[config.mk]
export PLATFORM = sky130hd
export DESIGN_NAME = disp_hold_fifo_flat
export DESIGN_NICKNAME = d
export VERILOG_FILES = /design/src/rtl/disp_hold_fifo_if.sv /design/src/rtl/disp_hold_fifo.sv /design/src/flat_wrapper.sv
export SDC_FILE = /design/constraint.sdc
export NUM_CORES = 1
export LEC_CHECK = 0
export CAP_MARGIN = 5
export CORE_MARGIN = 1.5
export CORE_UTILIZATION = 52
export CTS_CLUSTER_DIAMETER = 60
export DETAILED_ROUTE_END_ITERATION = 7
export PLACE_DENSITY = 0.76
export SLEW_MARGIN = 20
export SYNTH_ARGS = -nofsm -noshare
export SYNTH_HDL_FRONTEND = slang
export SYNTH_SLANG_ARGS = --single-unit
[constraint.sdc]
create_clock -name clk -period 2.55 [get_ports clk]
set_input_delay 0.6375 -clock clk [delete_from_list [all_inputs] [get_ports clk]]
set_output_delay 0.6375 -clock clk [all_outputs]
set_load 0.01 [all_outputs]
[src/rtl/disp_hold_fifo_if.sv]
// disp_hold_fifo_if -- groups the CPU write port and the display-side outputs
// of disp_hold_fifo.
//   wr_en / wr_data : CPU output-port write strobe and word
//   disp_data       : word currently shown on the hex display
//   disp_new        : one-cycle pulse when disp_data takes a new word
//   count / full    : words queued behind the displayed one, queue-full flag
//   overflow        : sticky flag, set when a write had to be dropped
// master = CPU/bench side, slave = FIFO side.
`timescale 1ns/1ps
interface disp_hold_fifo_if #(
  parameter int DATA_W = 16,
  parameter int DEPTH  = 4
);
  logic                     wr_en;
  logic [DATA_W-1:0]        wr_data;
  logic [DATA_W-1:0]        disp_data;
  logic                     disp_new;
  logic [$clog2(DEPTH):0]   count;
  logic                     full;
  logic                     overflow;

  modport master (
    output wr_en, wr_data,
    input  disp_data, disp_new, count, full, overflow
  );

  modport slave (
    input  wr_en, wr_data,
    output disp_data, disp_new, count, full, overflow
  );
endinterface

[src/rtl/disp_hold_fifo.sv]
// disp_hold_fifo -- queues CPU output words and presents each one on the
// hex display for HOLD_CYCLES clocks before moving to the next.
//   clk : single clock, rising edge
//   rst : asynchronous active-high reset; discards all queued words
//   bus : disp_hold_fifo_if.slave (write port in, display/status out)
// Parameters: DATA_W word width, DEPTH queue entries (power of two, >= 2),
// HOLD_CYCLES display time per word (>= 1).
`timescale 1ns/1ps
module disp_hold_fifo #(
  parameter int DATA_W      = 16,
  parameter int DEPTH       = 4,
  parameter int HOLD_CYCLES = 50000000
) (
  input  logic            clk,
  input  logic            rst,
  disp_hold_fifo_if.slave bus
);

  localparam int AW = $clog2(DEPTH);
  localparam int PW = AW + 1;
  localparam int HW = (HOLD_CYCLES > 1) ? $clog2(HOLD_CYCLES) : 1;

  typedef enum logic {IDLE, HOLD} state_t;

  state_t              state_q, state_d;
  logic [HW-1:0]       hold_q, hold_d;
  logic [PW-1:0]       wr_ptr_q, rd_ptr_q;
  logic [DATA_W-1:0]   disp_q;
  logic                new_q;
  logic                ovf_q;
  logic [DATA_W-1:0]   mem [DEPTH];

  logic [PW-1:0]       count;
  logic                full;
  logic                pop;
  logic                push;
  logic                drop;

  // Occupancy comes only from the registered pointers; the extra wrap bit
  // separates full (difference DEPTH) from empty (difference 0).
  assign count = wr_ptr_q - rd_ptr_q;
  assign full  = (count == PW'(DEPTH));

  // Pop decision looks at registered count only, so a word written this
  // cycle can never be popped in the same cycle.
  always_comb begin
    state_d = state_q;
    hold_d  = hold_q;
    pop     = 1'b0;
    unique case (state_q)
      IDLE: begin
        if (count != '0) begin
          pop     = 1'b1;
          hold_d  = HW'(HOLD_CYCLES - 1);
          state_d = HOLD;
        end
      end
      HOLD: begin
        if (hold_q != '0) begin
          hold_d = hold_q - 1'b1;
        end else if (count != '0) begin
          pop    = 1'b1;
          hold_d = HW'(HOLD_CYCLES - 1);
        end else begin
          state_d = IDLE;
        end
      end
      default: state_d = IDLE;
    endcase
  end

  // A same-cycle pop frees a slot, so a full queue still accepts the write.
  assign push = bus.wr_en && (!full || pop);
  assign drop = bus.wr_en && full && !pop;

  always_ff @(posedge clk or posedge rst) begin
    if (rst) begin
      state_q  <= IDLE;
      hold_q   <= '0;
      wr_ptr_q <= '0;
      rd_ptr_q <= '0;
      disp_q   <= '0;
      new_q    <= 1'b0;
      ovf_q    <= 1'b0;
    end else begin
      state_q <= state_d;
      hold_q  <= hold_d;
      new_q   <= pop;
      if (push) wr_ptr_q <= wr_ptr_q + 1'b1;
      if (pop) begin
        rd_ptr_q <= rd_ptr_q + 1'b1;
        disp_q   <= mem[rd_ptr_q[AW-1:0]];
      end
      if (drop) ovf_q <= 1'b1;
    end
  end

  // Storage is not reset; the pointers alone define valid contents.
  always_ff @(posedge clk) begin
    if (push) mem[wr_ptr_q[AW-1:0]] <= bus.wr_data;
  end

  assign bus.disp_data = disp_q;
  assign bus.disp_new  = new_q;
  assign bus.count     = count;
  assign bus.full      = full;
  assign bus.overflow  = ovf_q;

endmodule

[src/flat_wrapper.sv]
// flat-port wrapper written by rule: the top's interface ports become plain ports
module disp_hold_fifo_flat 
#(
  parameter int DATA_W      = 16,
  parameter int DEPTH       = 4,
  parameter int HOLD_CYCLES = 50000000
)
  (clk, rst, bus_wr_en, bus_wr_data, bus_disp_data, bus_disp_new, bus_count, bus_full, bus_overflow);
  disp_hold_fifo_if #(.DATA_W(DATA_W), .DEPTH(DEPTH)) bus_i ();
  input  logic clk;
  input  logic rst;
  input wire logic [$bits(bus_i.wr_en)-1:0] bus_wr_en;
  input wire logic [$bits(bus_i.wr_data)-1:0] bus_wr_data;
  output wire logic [$bits(bus_i.disp_data)-1:0] bus_disp_data;
  output wire logic [$bits(bus_i.disp_new)-1:0] bus_disp_new;
  output wire logic [$bits(bus_i.count)-1:0] bus_count;
  output wire logic [$bits(bus_i.full)-1:0] bus_full;
  output wire logic [$bits(bus_i.overflow)-1:0] bus_overflow;
  assign bus_i.wr_en = bus_wr_en;
  assign bus_i.wr_data = bus_wr_data;
  assign bus_disp_data = bus_i.disp_data;
  assign bus_disp_new = bus_i.disp_new;
  assign bus_count = bus_i.count;
  assign bus_full = bus_i.full;
  assign bus_overflow = bus_i.overflow;
  disp_hold_fifo #(.DATA_W(DATA_W), .DEPTH(DEPTH), .HOLD_CYCLES(HOLD_CYCLES)) u_core (.clk(clk), .rst(rst), .bus(bus_i));
endmodule
==> results.sh <==
export IMPL_status="finished with violations"
export IMPL_failed_checks="negative setup slack"
export IMPL_grt_overflow_total=0
export IMPL_synth_seq_area_share_pct=65.4
export IMPL_dp_slack_ns=-0.0185
export IMPL_track_usage_pct=23.3
export IMPL_power_density_mw_per_mm2=921
export IMPL_cp_num_buf_inv=2
export IMPL_wire_per_inst_um=19.9
export IMPL_internal_power_mw=4.37
export IMPL_clockRootBuffer="clkbuf_8"
export IMPL_critical_path_top_delay_family="adder cells"
export IMPL_rows=35
export IMPL_dieHeight_um=100
export IMPL_die_x_um=100
export IMPL_diodes=0
export IMPL_required_ns=1.91
export IMPL_synth_nets=347
export IMPL_port_buffers=40
export IMPL_grt_pass1_vias=3285
export IMPL_arrival_ns=1.95
export IMPL_synth_distinct_cells=54
export IMPL_clk_latency_ns=0.52
export IMPL_grt_max_degree=52
export IMPL_cts_path_max_buffers=2
export IMPL_coreArea_mm2=0.00920
export IMPL_dieArea_mm2=0.0100
export IMPL_mostFrequentLayoutCells="edfxtp_1 (64), dfrtp_1 (51), clkdlybuf4s50_1 (37)"
export IMPL_antenna_found_initial=0
export IMPL_slowest_delay_ns=0.41
export IMPL_tritoncts="done"
export IMPL_final_core_util_pct=69.5
export IMPL_cp_slowest_cell="dfrtp_1"
export IMPL_ys_async_sr_fraction_pct=44.3
export IMPL_ir_drop_mv=0.632
export IMPL_p_switching_mw=1.51
export IMPL_worst_pin_slew_ns=0.472
export IMPL_cts_sinks=115
export IMPL_hp_class="in2async"
export IMPL_num_nets_final=433
export IMPL_yosysWarnings=0
export IMPL_switching_share_pct=25.7
export IMPL_post_synth_cell_area_avg_um2=15.3
export IMPL_critPathMaxFanout=2
export IMPL_ant_nets=0
export IMPL_drc=0
export IMPL_slew_viol_final=0
export IMPL_finalSetupTns_ns=-0.0504
export IMPL_grt_pass1_wl_mm=16.8
export IMPL_avgViaCountPerCell=5.85
export IMPL_synth_seq_cells=115
export IMPL_wl_mm=10.6
export IMPL_clk_pin_slew_worst_paths_ns=0.06
export IMPL_slew_limit_headroom_pct=68.5
export IMPL_synthFlopType="edfxtp_1"
export IMPL_numCtsBuffers=17
export IMPL_worst_setup_path_end_kind="output port"
export IMPL_syn_inst=320
export IMPL_worstSetupPathDepth=6
export IMPL_worstRegToRegCells=13
export IMPL_start_kind="register"
export IMPL_clockPowerShare_pct=38.3
export IMPL_dp_hpwl_mm=6.12
export IMPL_period_minus_slack_ns=2.59
export IMPL_final_common_cell="edfxtp_1"
export IMPL_p_comb_share_pct=22.1
export IMPL_syn2layout_area_growth_pct=30.6
export IMPL_fin_crit_sh_pct=102
export IMPL_cts_max_level=4
export IMPL_gp_congestion=0.784
export IMPL_start_util_pct=53.2
export IMPL_layout_setup_ws_ns=-0.0409
export IMPL_synth_cell_area_mm2=0.00489
export IMPL_first_pass_iters=5
export IMPL_rsz0062_at_grt="true"
export IMPL_setup_viol=3
export IMPL_finClkSkew_ns=0.00745
export IMPL_critPathKind="reg2out"
export IMPL_seqPwrFrac_pct=39.7
export IMPL_max_freq_mhz=386
export IMPL_vias=3098
export IMPL_fillCellCount=616
export IMPL_finalHoldViolations=0
export IMPL_drive_above_1_share_pct=32.7
export IMPL_cp_cell_sequence="ha_4 > fa_2 > xnor2_2 > nand3_2 > inv_2 > buf_6"
export IMPL_p_leak_nw=2.42
export IMPL_synth_edf_count=64
export IMPL_drt_iter0_markers=239
export IMPL_max_cap_violations=0
export IMPL_ios=41
## kinds of logic after synthesis
logic type / count (synthesis) / share of synthesized area (%)
DFF: 115 / 65.4
muxes: 34 / 11.5
xor gates and xnor gates: 8 / 1.43
buffers and inverters: 25 / 2.20
and+or+nand+nor: 90 / 10.6
adders and majority gates: 8 / 2.20
AOI/OAI and AO/OA: 40 / 6.70
## repair_timing
action | 4_1_cts | 5_1_grt
resized for setup | 33 | 6
buffers inserted | 22 | 3
pin swaps | 5 | 6
hold buffers | 0 | 0
setup endpoints to repair | 3 | 104
cloned | 1 | 0
## per-layer routing
| metal | GRT usage, % | wire [µm] | vias up |
|---|---|---|---|
| li1 | - | - | 1421 |
| met1 | 29.1 | 4490 | 1581 |
| met2 | 38.4 | 5480 | 83 |
| met3 | 6.96 | 457 | 13 |
| met4 | 9.21 | 141 | 0 |
| met5 | 0 | 0 | - |
## sequential cells by signal, summed over array words and instances (netlist names)
| signal | count |
|---|---|
| u_core.mem | 64 |
| u_core.bus.disp_new | 1 |
| u_core.wr_ptr_q | 3 |
| u_core.rd_ptr_q | 3 |
| u_core.hold_q | 26 |
| u_core.state_q | 1 |
| u_core.bus.disp_data | 16 |
| u_core.bus.overflow | 1 |
## synthesized netlist by cell type, types with 2 or more instances
| library cell | count | share of area (%) |
|---|---|---|
| edfxtp_1 | 64 | 39 |
| dfrtp_1 | 51 | 26 |
| mux2_2 | 18 | 4.1 |
| mux4_2 | 16 | 7.4 |
| nor3_1 | 15 | 1.5 |
| nand3_1 | 14 | 1.4 |
| nor2_1 | 12 | 0.92 |
| inv_1 | 11 | 0.84 |
| or3_1 | 11 | 1.4 |
| o211a_1 | 10 | 2.0 |
| ha_1 | 7 | 1.8 |
| nand2_1 | 7 | 0.54 |
| nor4_1 | 7 | 0.89 |
| a21oi_1 | 6 | 0.61 |
| buf_2 | 5 | 0.51 |
| clkbuf_1 | 5 | 0.38 |
| xnor2_1 | 5 | 0.89 |
| and3_1 | 4 | 0.51 |
| a22o_1 | 3 | 0.54 |
| a31oi_1 | 3 | 0.38 |
| and2_1 | 3 | 0.38 |
| xor2_1 | 3 | 0.54 |
| a211o_1 | 2 | 0.36 |
| buf_1 | 2 | 0.15 |
| nand4_1 | 2 | 0.26 |
| o21a_1 | 2 | 0.31 |
| o21ai_0 | 2 | 0.20 |
| or2_2 | 2 | 0.26 |
| or3_2 | 2 | 0.31 |
| or4_4 | 2 | 0.46 |
## worst register-to-register path: stages, from the launching register on
cell and delay (ns):
dfrtp_1 0.41, ha_4 0.18, fa_2 0.35, xnor2_2 0.21, nand3_2 0.11, buf_4 0.14
buf_6 0.10, buf_4 0.12, buf_6 0.11, o211ai_1 0.29, buf_4 0.18, buf_4 0.09
buf_4 0.11, xnor2_2 0.09
## path summary, 6_finish.rpt
check                                                 to          startpoint  slack [ns]
worst max register to register        u_core.wr_ptr_q[2]  u_core.rd_ptr_q[0]       -0.01
worst min register to register        u_core.rd_ptr_q[2]  u_core.rd_ptr_q[2]        0.49
max in group asynchronous               u_core.hold_q[1]                 rst        1.80
min in group clk                      u_core.rd_ptr_q[2]  u_core.rd_ptr_q[2]        0.49
worst min-delay path            u_core.bus.disp_data[13]                 rst        0.49
worst max-delay path                            bus_full  u_core.rd_ptr_q[0]       -0.04
## power groups by stage
stage	registers [mW]	clock network [mW]	logic (mW)
after global routing	2.35	2.37	1.38
after CTS	2.33	2.29	1.28
after global placement	2.33	0	0.879
final	2.34	2.25	1.30
after floorplan	2.34	0	0.425
after detailed placement	2.36	0	0.900
## layout make-up
class	count	area (µm²)	area share, %
clock inverter	15	155	2.43
inverter	12	45.0	0.705
multi-input combinational	180	1660	25.9
clock buffer	17	414	6.48
tap	111	139	2.17
sequential	115	3200	50.0
timing repair buffer	80	786	12.3
## through the flow
| step | power (mW) | hold WS [ns] | cells | cell area (µm²) |
|---|---|---|---|---|
| finish | 5.89 | 0.491 | 530 | 6390 |
| global route | 6.10 | 0.521 | 530 | 6390 |
| CTS | 5.90 | 0.497 | 533 | 6410 |
| detailed placement | 3.26 | 0.484 | 481 | 5620 |
| global placement | 3.21 | 0.452 | 481 | 5620 |
| floorplan | 2.76 | 0.462 | 320 | 4890 |
No activity file was read; power rests on OpenSTA's default activity.
